File: config.mk
export PLATFORM = sky130hd
export DESIGN_NAME = if_stage_flat
export DESIGN_NICKNAME = d
export VERILOG_FILES = /design/src/rtl/if_stage_if.sv /design/src/rtl/if_stage.sv /design/src/flat_wrapper.sv
export SDC_FILE = /design/constraint.sdc
export NUM_CORES = 1
export LEC_CHECK = 0
export BUFFER_PORTS_ARGS = -buffer_cell sky130_fd_sc_hd__buf_4
export CAP_MARGIN = 10
export CORE_MARGIN = 2
export CORE_UTILIZATION = 55
export DETAILED_ROUTE_END_ITERATION = 8
export PLACE_DENSITY = 0.88
export SLEW_MARGIN = 15
export SYNTH_ARGS = -nofsm -noshare
export SYNTH_HDL_FRONTEND = slang
export SYNTH_SLANG_ARGS = --single-unit
export TNS_END_PERCENT = 1
File: constraint.sdc
create_clock -name clk -period 6.85 [get_ports clk]
set_clock_uncertainty 0.2 [all_clocks]
set_input_delay 1.37 -clock clk [delete_from_list [all_inputs] [get_ports clk]]
set_output_delay 1.37 -clock clk [all_outputs]
set_load 0.05 [all_outputs]
File: src/rtl/if_stage_if.sv
// Instruction-memory request/response bus between the fetch stage and
// instruction memory: single-outstanding request with grant and read-valid.
interface if_stage_if;
  logic        req;
  logic [31:0] addr;
  logic        gnt;
  logic        rvalid;
  logic [31:0] rdata;

  modport master (output req, output addr, input gnt, input rvalid, input rdata);
  modport slave  (input req, input addr, output gnt, output rvalid, output rdata);
endinterface

File: src/rtl/if_stage.sv
// MIPS instruction fetch stage: PC, single-outstanding imem fetch, IF/ID register.
// Optional perf counters are enabled by defining IF_STAGE_PERF_EN.
module if_stage #(
  parameter logic [31:0] RESET_PC = 32'h0000_0000
) (
  input  logic        clk,
  input  logic        reset,
  if_stage_if.master  imem,
  input  logic        hold,
  input  logic        redirect,
  input  logic [31:0] redirect_pc,
  output logic        ifid_valid,
  output logic [31:0] ifid_instr,
  output logic [31:0] ifid_pc4
`ifdef IF_STAGE_PERF_EN
  ,
  output logic [31:0] perf_fetched,
  output logic [31:0] perf_stall
`endif
);

  typedef enum logic [1:0] {
    ST_REQ  = 2'd0,
    ST_WAIT = 2'd1,
    ST_FULL = 2'd2
  } state_t;

  state_t      state_r, state_s;
  logic [31:0] pc_r, pc_s;
  logic [31:0] req_pc_r, req_pc_s;
  logic [31:0] skid_instr_r, skid_instr_s;
  logic [31:0] skid_pc4_r, skid_pc4_s;
  logic        discard_r, discard_s;
  logic        load_s;
  logic [31:0] load_instr_s;
  logic [31:0] load_pc4_s;
  logic        ifid_valid_s;
  logic [31:0] ifid_instr_s;
  logic [31:0] ifid_pc4_s;

  // Request side is decoded from registers only, never from inputs.
  assign imem.req  = (state_r == ST_REQ);
  assign imem.addr = pc_r;

  // Next-state, PC and skid logic; redirect overrides everything else.
  always_comb begin
    state_s      = state_r;
    pc_s         = pc_r;
    req_pc_s     = req_pc_r;
    skid_instr_s = skid_instr_r;
    skid_pc4_s   = skid_pc4_r;
    discard_s    = discard_r;
    load_s       = 1'b0;
    load_instr_s = 32'h0000_0000;
    load_pc4_s   = 32'h0000_0000;
    if (redirect) begin
      pc_s = redirect_pc;
      case (state_r)
        ST_REQ: begin
          // A request granted alongside the redirect still returns data we must drop.
          if (imem.gnt) begin
            state_s   = ST_WAIT;
            discard_s = 1'b1;
          end else begin
            state_s = ST_REQ;
          end
        end
        ST_WAIT: begin
          if (imem.rvalid) begin
            state_s   = ST_REQ;
            discard_s = 1'b0;
          end else begin
            state_s   = ST_WAIT;
            discard_s = 1'b1;
          end
        end
        ST_FULL: begin
          state_s = ST_REQ;
        end
        default: begin
          state_s   = ST_REQ;
          discard_s = 1'b0;
        end
      endcase
    end else begin
      case (state_r)
        ST_REQ: begin
          if (imem.gnt) begin
            req_pc_s = pc_r;
            pc_s     = pc_r + 32'd4;
            state_s  = ST_WAIT;
          end else begin
            state_s = ST_REQ;
          end
        end
        ST_WAIT: begin
          if (!imem.rvalid) begin
            state_s = ST_WAIT;
          end else if (discard_r) begin
            discard_s = 1'b0;
            state_s   = ST_REQ;
          end else if (!hold) begin
            load_s       = 1'b1;
            load_instr_s = imem.rdata;
            load_pc4_s   = req_pc_r + 32'd4;
            state_s      = ST_REQ;
          end else begin
            skid_instr_s = imem.rdata;
            skid_pc4_s   = req_pc_r + 32'd4;
            state_s      = ST_FULL;
          end
        end
        ST_FULL: begin
          if (!hold) begin
            load_s       = 1'b1;
            load_instr_s = skid_instr_r;
            load_pc4_s   = skid_pc4_r;
            state_s      = ST_REQ;
          end else begin
            state_s = ST_FULL;
          end
        end
        default: begin
          state_s   = ST_REQ;
          discard_s = 1'b0;
        end
      endcase
    end
  end

  // IF/ID next value: new word, bubble (pc4 kept), or held contents.
  always_comb begin
    ifid_valid_s = ifid_valid;
    ifid_instr_s = ifid_instr;
    ifid_pc4_s   = ifid_pc4;
    if (load_s) begin
      ifid_valid_s = 1'b1;
      ifid_instr_s = load_instr_s;
      ifid_pc4_s   = load_pc4_s;
    end else if (redirect || !hold) begin
      ifid_valid_s = 1'b0;
      ifid_instr_s = 32'h0000_0000;
    end else begin
      ifid_valid_s = ifid_valid;
    end
  end

  // State, PC, skid and IF/ID registers.
  always_ff @(posedge clk or negedge reset) begin
    if (!reset) begin
      state_r      <= ST_REQ;
      pc_r         <= RESET_PC;
      req_pc_r     <= 32'h0000_0000;
      skid_instr_r <= 32'h0000_0000;
      skid_pc4_r   <= 32'h0000_0000;
      discard_r    <= 1'b0;
      ifid_valid   <= 1'b0;
      ifid_instr   <= 32'h0000_0000;
      ifid_pc4     <= 32'h0000_0000;
    end else begin
      state_r      <= state_s;
      pc_r         <= pc_s;
      req_pc_r     <= req_pc_s;
      skid_instr_r <= skid_instr_s;
      skid_pc4_r   <= skid_pc4_s;
      discard_r    <= discard_s;
      ifid_valid   <= ifid_valid_s;
      ifid_instr   <= ifid_instr_s;
      ifid_pc4     <= ifid_pc4_s;
    end
  end

`ifdef IF_STAGE_PERF_EN
  // Fetch and stall counters, free-running and wrapping.
  always_ff @(posedge clk or negedge reset) begin
    if (!reset) begin
      perf_fetched <= 32'h0000_0000;
      perf_stall   <= 32'h0000_0000;
    end else begin
      perf_fetched <= perf_fetched + {31'd0, load_s};
      perf_stall   <= perf_stall + {31'd0, (hold & ifid_valid)};
    end
  end
`endif

endmodule

File: src/flat_wrapper.sv
// flat-port wrapper written by rule: the top's interface ports become plain ports
module if_stage_flat 
#(
  parameter logic [31:0] RESET_PC = 32'h0000_0000
)
  (clk, reset, hold, redirect, redirect_pc, ifid_valid, ifid_instr, ifid_pc4, imem_req, imem_addr, imem_gnt, imem_rvalid, imem_rdata);
  if_stage_if imem_i ();
  input  logic clk;
  input  logic reset;
  input  logic hold;
  input  logic redirect;
  input  logic [31:0] redirect_pc;
  output logic ifid_valid;
  output logic [31:0] ifid_instr;
  output logic [31:0] ifid_pc4;
  output wire logic [$bits(imem_i.req)-1:0] imem_req;
  output wire logic [$bits(imem_i.addr)-1:0] imem_addr;
  input wire logic [$bits(imem_i.gnt)-1:0] imem_gnt;
  input wire logic [$bits(imem_i.rvalid)-1:0] imem_rvalid;
  input wire logic [$bits(imem_i.rdata)-1:0] imem_rdata;
  assign imem_req = imem_i.req;
  assign imem_addr = imem_i.addr;
  assign imem_i.gnt = imem_gnt;
  assign imem_i.rvalid = imem_rvalid;
  assign imem_i.rdata = imem_rdata;
  if_stage #(.RESET_PC(RESET_PC)) u_core (.clk(clk), .reset(reset), .imem(imem_i), .hold(hold), .redirect(redirect), .redirect_pc(redirect_pc), .ifid_valid(ifid_valid), .ifid_instr(ifid_instr), .ifid_pc4(ifid_pc4));
endmodule
Word-level counts from Yosys, hierarchy flattened
Cells that the tools add are included.

Bits in registers: 196. Logic and storage cells: 68. Output and inout port bits: 98. Bits of input ports: 70.

Add/sub/neg operators: 2. Eq/ne operators: 6. Reduce and logical (&&, ||, !) cells: 11. Bitwise logic cells: 2. Multiplexer cells: 38.

Operators by type and width (number): 32-bit two-way mux (15); 32-bit case mux with 2 select lines (2); 32-bit by 3-bit adder with 32-bit output (second input constant) (2); 1-bit two-way mux (12); 2-bit two-way mux (4); 2-bit case mux with 3 select lines (1); 2-bit nonzero test (3); 5-bit AND reduction (1); 1-bit case mux with 2 select lines (2); 2-bit case mux with 2 select lines (1); 4-bit AND reduction (1); 3-bit by 2-bit != test with 1-bit output (second input constant) (1); 3-bit != test (second input constant) (1); 1-bit case mux with 3 select lines (1); 3-bit AND reduction (1); 2-bit by 1-bit equality test with 1-bit output (second input constant) (1); 2-bit equality test (second input constant) (1); 2-bit logical NOT (1); 2-bit by 1-bit != test with 1-bit output (second input constant) (1); 2-bit != test (second input constant) (1); 1-bit inverter (2); 2-bit AND reduction (1); 2-bit OR reduction (1); 1-bit logical NOT (1); 1-bit logical OR (1).

Depth between registers and ports, before layout
Gate-level depths: netlist of the first run.

Depth after elaboration: 6. Mapped depth: 9. Depth with buffers taken out: 7.

Worst setup path before layout of the first run
Ideal clock, no wire load.

Kind: input to register. Start: input hold. End: register u_core.skid_pc4_r[10]. Path buffers: 4. Path slack: 3.920 ns. Arrival: 2.606 ns. Stages on the path: 7. Required time: 6.525 ns. Setup time: 0.125 ns. Path through: nor2b_1 > buf_2 > and2_1 > clkbuf_1 > buf_2 > buf_2 > mux2_2.

Word-level cells in the longest chain between the ends: 1.

Ends and longest elaborated chain: from (decl) (line flat_wrapper.sv:10) `input logic hold;`; 5-bit AND reduction (no line); to (signal assigned) (line if_stage.sv:165) `skid_pc4_r <= skid_pc4_s;`; to (decl) (line if_stage.sv:32) `logic [31:0] skid_pc4_r, skid_pc4_s;`.

No other way between the ends. A chain may end at the register's enable or synchronous reset.

Final worst setup path of the first run
Start: input hold. End: register u_core.ifid_pc4[31].

Word-level cells in the longest chain between the ends: 5. Elaborated cells between the ends (all ways): 11. Classes of those cells: mux (11).

Ends and longest elaborated chain: 32-bit two-way mux or 1-bit two-way mux (tied branches) (line if_stage.sv:102, if_stage.sv:114); 32-bit two-way mux or 1-bit two-way mux (tied branches) (line if_stage.sv:99) `end else if (discard_r) begin`; 32-bit two-way mux or 1-bit two-way mux (tied branches) (line if_stage.sv:97) `if (!imem.rvalid) begin`; 32-bit case mux with 2 select lines or 1-bit case mux with 2 select lines (tied branches) (line if_stage.sv:86) `case (state_r)`; 32-bit two-way mux or 1-bit two-way mux (tied branches) (line if_stage.sv:56) `if (redirect) begin`; to (signal assigned) (line if_stage.sv:169) `ifid_pc4 <= ifid_pc4_s;`; to (decl) (line if_stage.sv:14) `output logic [31:0] ifid_pc4`.

Several ways; a longest one is shown, not always the timed one.

==> results.md, run 1 <==
* Run status: finished clean
* Critical path, cell by cell: buf_4 > and4bb_2 > nand2_1 > o41ai_1
* Crit path launch type: input pin
* Clk buf depth at 2
* Synth top area share at 0.553
* Slowest cell on crit path: and4bb_2
* Clock transition at the registers of the reported paths at 70 ps
* Layout cells sized above 1 at 0.316
* Actual slew at the worst max-slew pin at 1050 ps
* Drt via density at 5.77
* Antenna Nets Post-Route at 0
* Synth cell types at 46
* Fin area at 0.0109 sq mm
* Synthesized instance count at 797
* Core Area at 0.0158 sq mm
* Post-synth EDFFs at 0
* Sequential fraction of the synthesis area at 0.553
* Max Fclk at 0.280 GHz
* RR Startpoint: u_core.state_r[1]
* Syn nets at 873
* Worst hold slack at 282 ps
* Worst hold path depth at 2
* Top_reg_cell synth: dfrtp_1
* Detailed-route via count at 6745
* CP endpoint kind: flop
* Clk Latency, worst-skew pair at 430 ps
* Mean post-synth cell area at 11.1 sq um
* Post-CTS resize count at 0
* Largest net degree at the start of global routing at 145
* Number of nets in the layout at 1015
* Power Density at 374 mW/mm^2
* Clock sink count at 196
* Layout filler cell count at 1189
* Hpwl dp at 13.6 mm
* CTS tree: built
* Total gr overflow at 0
* Root buffer cell: clkbuf_16
* CTS buffer count at 17
* Detailed router's first-iteration violation count at 430
* Worst r2r path cells at 5
* Yosys warns at 0
* Final Max Slew Viols at 0
* H-tree depth at 4
* I/O pins at 168
* Number of buffer and inverter stages on the critical path at 1
* Die X at 131 um
* R2r setup slk at 3720 ps
* Min-delay src: u_core.ifid_instr[14]
* Worst Hold Path EP: u_core.ifid_instr[14]
* Final wirelength at 19.9 mm
* Final period utilization at 0.521
* Starting Density at 0.560
* Cell Rows at 46
* Ys async rst share at 1.00
* Die Ht at 131 um
* # Max-Cap Violations at 0
* Post-Layout Cell Count at 1168
* Post CTS Setup Buffer Count at 0
* GPL Wtd Cong at 0.835
* Min Clock Period, post-route at 3570 ps
* Diodes inserted at 0
* RSZ-0062 raised after global routing: no
* Cell taking the most area after synthesis: dfrtp_1
* Reg area at 0.00490 sq mm
* Signal arrival time at the worst endpoint at 3680 ps
* Drt wl/cell at 17.1 um
* Global-route wire length before repair at 32.4 mm
* Area of the multi-input gates at 0.00376 sq mm
* Port Buffer Count at 167
* Die ar. at 0.0172 sq mm
* Number of synthesized register bits at 196
* 1st-pass router iterations at 5
* Worst Hold Class: flop to flop
* # setup viols final at 0
* CP peak stage delay at 990 ps
* Worst setup margin at 3280 ps
* Dpl cells at 1136
* Initial antenna violation count at 0
* Total leakage power at 4.82 nW
* Final Hold Viols at 0
* Sum Neg Setup Slack at 0 ps
* CP Max Fanout at 48
* Max rail drop VDD at 215 uV
* Setup WS pre-CTS at 2870 ps
* Drt drc at 0
* Synthesized cell area at 0.00887 sq mm
* Area grow syn2layout at 22.4%
* Slew HR at 0.303
* WS Path Type: input pin to flop
* CP top delay family: simple AND/OR/NAND/NOR gates
* Hold Buf Count CTS at 0
* Reg-to-reg endpoint: u_core.ifid_pc4[31]
* CP required at 6960 ps
* Synth area leaders: dfrtp_1 55%, mux2_2 10%, a22oi_1 5.1%, o21ai_0 4.9%, nand2_1 3.9%
* Placed Area at 0.0103 sq mm
* Vias in the first global route at 6558
* Total GRT Usage at 0.242
==> power by group <==
group	internal, mW	total, mW	switching [mW]
sequential	1.53	1.83	0.303
clock	0.578	1.02	0.439
combinational	0.475	1.22	0.742
==> cell families after synthesis <==
logic type               share of synthesized area
flip-flops                                   0.553
adder cells (fa/ha/maj)                    0.00846
AND/OR/NAND/NOR                              0.130
multiplexers                                 0.103
AO/OA/AOI/OAI                                0.125
XOR/XNOR                                    0.0553
buffers and inverters                       0.0254
==> Yosys cell counts (2+ instances only) <==
master	number
a22oi_1	60
nand3_1	21
and3_1	8
ha_1	6
buf_2	12
a32oi_1	4
nand4_1	22
dfrtp_1	196
mux2_2	79
and2_1	6
o21ai_0	87
a21oi_1	26
nor2_2	2
nor3_1	3
xor2_1	38
and4_1	6
nor2b_1	5
nand2b_1	3
nand2_1	91
nor4_4	3
nor2_1	31
o21ai_1	4
nor4_1	3
xnor2_1	18
buf_1	2
clkbuf_1	34
inv_1	6
nand4_2	3
==> worst register-to-register path: stages, from the launching register on <==
cell,delay [ps]
dfrtp_1,420
inv_1,90
ha_1,170
and4bb_2,940
nand2_1,680
o41ai_1,520
==> area by class of cell <==
cell class              count  share of cell area
multi-input cells         546               0.346
well taps                 216              0.0249
inverters                   6             0.00207
flip-flops and latches    196               0.452
clock buffers              18              0.0395
clock inverters            14              0.0164
repair buffers            172               0.120
==> routing by layer <==
metal  global-route usage  wire length [um]  up-vias
met2                0.392              9780      258
li1                     -                 -     3141
met4               0.0920               363        0
met1                0.330              8680     3313
met5                    0                 0        -
met3               0.0407              1110       33
==> worst max path at each step <==
stage,start,end,slack (ps),cells past startpoint
5_1_grt,hold,u_core.ifid_pc4[31],3080,4
3_3_place_gp,hold,u_core.ifid_pc4[31],2850,4
6_report,hold,u_core.ifid_pc4[31],3280,4
2_1_floorplan,hold,u_core.skid_pc4_r[10],3920,7
4_1_cts,hold,u_core.ifid_pc4[31],3320,4
3_5_place_dp,hold,u_core.ifid_pc4[31],2870,4
==> cell usage in the layout (no fill, tap or decap), types with 7 or more instances in the layout <==
cell type | synthesis | routed
dfrtp_1 | 196 | 196
buf_4 | 1 | 171
nand2_1 | 91 | 91
o21ai_0 | 87 | 87
mux2_2 | 79 | 79
a22oi_1 | 60 | 60
xor2_1 | 38 | 38
nor2_1 | 31 | 31
a21oi_1 | 26 | 26
nand4_1 | 22 | 22
nand3_1 | 21 | 21
xnor2_1 | 18 | 18
clkbuf_16 | 0 | 17
and3_1 | 8 | 8
clkinvlp_4 | 0 | 7
==> state kept, by name, summed over array words and instances (netlist names) <==
name                 cells
u_core.state_r           2
u_core.ifid_pc4         32
u_core.ifid_valid        1
u_core.skid_pc4_r       32
u_core.imem.addr        32
u_core.ifid_instr       32
u_core.req_pc_r         32
u_core.discard_r         1
u_core.skid_instr_r     32
==> through the flow <==
stage | power, mW | utilization
CTS | 4.08 | 0.686
global route | 4.27 | 0.686
global placement | 3.00 | 0.648
floorplan | 2.62 | -
detailed placement | 3.06 | 0.648
finish | 4.06 | 0.686
Power figures use the tool's default switching activity.
==> inputs of run 2 (changes only) <==
- clock period: 6.85 -> 3.7 ns (I/O delays scaled with it)
==> results.md, run 2 (synthesized netlist as in run 1, its figures left out) <==
* Diodes inserted at 0 (unchanged)
* Detailed router's first-iteration violation count at 426 (was 430)
* Vias in the first global route at 6635 (was 6558)
* Clock transition at the registers of the reported paths at 70 ps (about the same)
* Final Hold Viols at 0 (unchanged)
* Hold Buf Count CTS at 0 (unchanged)
* Final Max Slew Viols at 0 (unchanged)
* Core Area at 0.0158 sq mm (unchanged)
* GPL Wtd Cong at 0.859 (was 0.835)
* Port Buffer Count at 167 (unchanged)
* Signal arrival time at the worst endpoint at 2840 ps (was 3680 ps)
* Final wirelength at 20.8 mm (was 19.9 mm)
* # setup viols final at 0 (unchanged)
* Drt wl/cell at 17.7 um (was 17.1 um)
* Clk Latency, worst-skew pair at 430 ps (about the same)
* Number of nets in the layout at 1022 (was 1015)
* Detailed-route via count at 6760 (was 6745)
* Final Core Density at 0.694 (was 0.686)
* Setup WS pre-CTS at 877 ps (was 2870 ps)
* Actual slew at the worst max-slew pin at 816 ps (was 1050 ps)
* Cell Rows at 46 (unchanged)
* Die ar. at 0.0172 sq mm (unchanged)
* Drt drc at 0 (unchanged)
* CP Max Fanout at 10 (was 48)
* CP required at 3870 ps (was 6960 ps)
* RSZ-0062 raised after global routing: no (unchanged)
* Starting Density at 0.560 (unchanged)
* Worst setup margin at 1030 ps (was 3280 ps)
* Min Clock Period, post-route at 2670 ps
* CP endpoint kind: flop (unchanged)
* Die Ht at 131 um (unchanged)
* Post CTS Setup Buffer Count at 0 (unchanged)
* Clk buf depth at 2 (unchanged)
* CTS buffer count at 17 (unchanged)
* 1st-pass router iterations at 5 (unchanged)
* Slowest cell on crit path: nor2_2 (was and4bb_2)
* WS Path Type: flop to flop (was input pin to flop)
* Largest net degree at the start of global routing at 85 (was 145)
* Post-CTS resize count at 0 (unchanged)
* Antenna Nets Post-Route at 0 (unchanged)
* CTS tree: built (unchanged)
* I/O pins at 168 (unchanged)
* Initial antenna violation count at 0 (unchanged)
* Crit path launch type: flop (was input pin)
* # Max-Cap Violations at 0 (unchanged)
* Slew HR at 0.456 (was 0.303)
* Total gr overflow at 0 (unchanged)
* Total leakage power at 4.91 nW (was 4.82 nW)
* Final period utilization at 0.721
* Area grow syn2layout at 23.9% (was 22.4%)
* Commonest non-fill, non-tap cell in the layout: dfrtp_1 (unchanged)
* Global-route wire length before repair at 33.8 mm (was 32.4 mm)
* Die X at 131 um (unchanged)
* Sum Neg Setup Slack at 0 ps (unchanged)
* Run status: finished clean (unchanged)
* Max rail drop VDD at 402 uV (was 215 uV)
* CP peak stage delay at 520 ps (was 990 ps)
* Critical path, cell by cell: inv_1 > ha_1 > nand2_1 > nor2_2 > nand3_2 > or4_1 > nand3_1 (was buf_4 > and4bb_2 > nand2_1 > o41ai_1)
* Worst Hold Class: input pin to async pin (was flop to flop)
* Max Fclk at 0.375 GHz
* Commonest cells after routing, fill and taps aside: 196 x dfrtp_1, 178 x buf_4, 91 x nand2_1 (was 196 x dfrtp_1, 171 x buf_4, 91 x nand2_1)
* Total GRT Usage at 0.252 (was 0.242)
* Hpwl dp at 13.8 mm (was 13.6 mm)
* Power Density at 711 mW/mm^2 (was 374 mW/mm^2)
* Clock sink count at 196 (unchanged)
* Layout cells sized above 1 at 0.320 (was 0.316)
* H-tree depth at 4 (unchanged)
* Root buffer cell: clkbuf_16 (unchanged)
* Drt via density at 5.75 (was 5.77)
==> run 2: changes by cell type in the layout (fill, tap and decap cells not counted), sizes merged <==
cell,delta
buf,+6
bufinv,+4
clkinvlp,-4
inv,-3
clkbuf,+2
clkinv,+2
==> run 2: metrics by stage <==
step                power (mW)  cells  instance area [sq um]  hold slack, ps
floorplan                 4.86    797                   8870             244
global placement          5.55   1143                  10300             262
detailed placement        5.68   1143                  10300             271
CTS                       7.83   1175                  11000             162
global route              8.17   1175                  11000             173
finish                    7.81   1175                  11000             133
==> run 2: layer usage <==
layer,part of all wire,GRT usage
met5,0,0
met4,0.0083,0.0594
met3,0.067,0.0554
met2,0.49,0.415
met1,0.44,0.346
==> run 2: report_power, final <==
group / switching [mW] / internal (mW) / total (mW) / leakage (nW)
Sequential: 0.571 / 2.82 / 3.40 / 2.48
Combinational: 1.40 / 0.883 / 2.28 / 2.10
Clock: 0.800 / 1.34 / 2.14 / 0.323
==> run 2: critical path: cells and delay by family, from the launching register on <==
kind / cells / cell delay (ps)
adder cells (fa/ha/maj): 1 / 280
AND/OR/NAND/NOR: 5 / 1600
buffers and inverters: 1 / 110
flip-flops: 1 / 420
==> run 2: worst paths after layout <==
kind / to / depth (start not counted) / start / slack, ps
max in group asynchronous: u_core.state_r[1] / 2 / reset / 2280
max: u_core.imem.addr[31] / 7 / u_core.state_r[0] / 1030
min: u_core.ifid_instr[9] / 1 / reset / 130
min in group clk: u_core.ifid_instr[21] / 2 / u_core.ifid_instr[21] / 280
max reg2reg: u_core.imem.addr[31] / 7 / u_core.state_r[0] / 1030
min reg2reg: u_core.ifid_instr[21] / 2 / u_core.ifid_instr[21] / 280
==> run 2: cell type report <==
cell class / count / area, sq um
fill: 1140 / 4840
clock inverter: 13 / 255
multi-input combinational: 546 / 3760
timing repair buffer: 179 / 1350
tap: 216 / 270
inverter: 6 / 22.5
sequential: 196 / 4900
clock buffer: 19 / 433
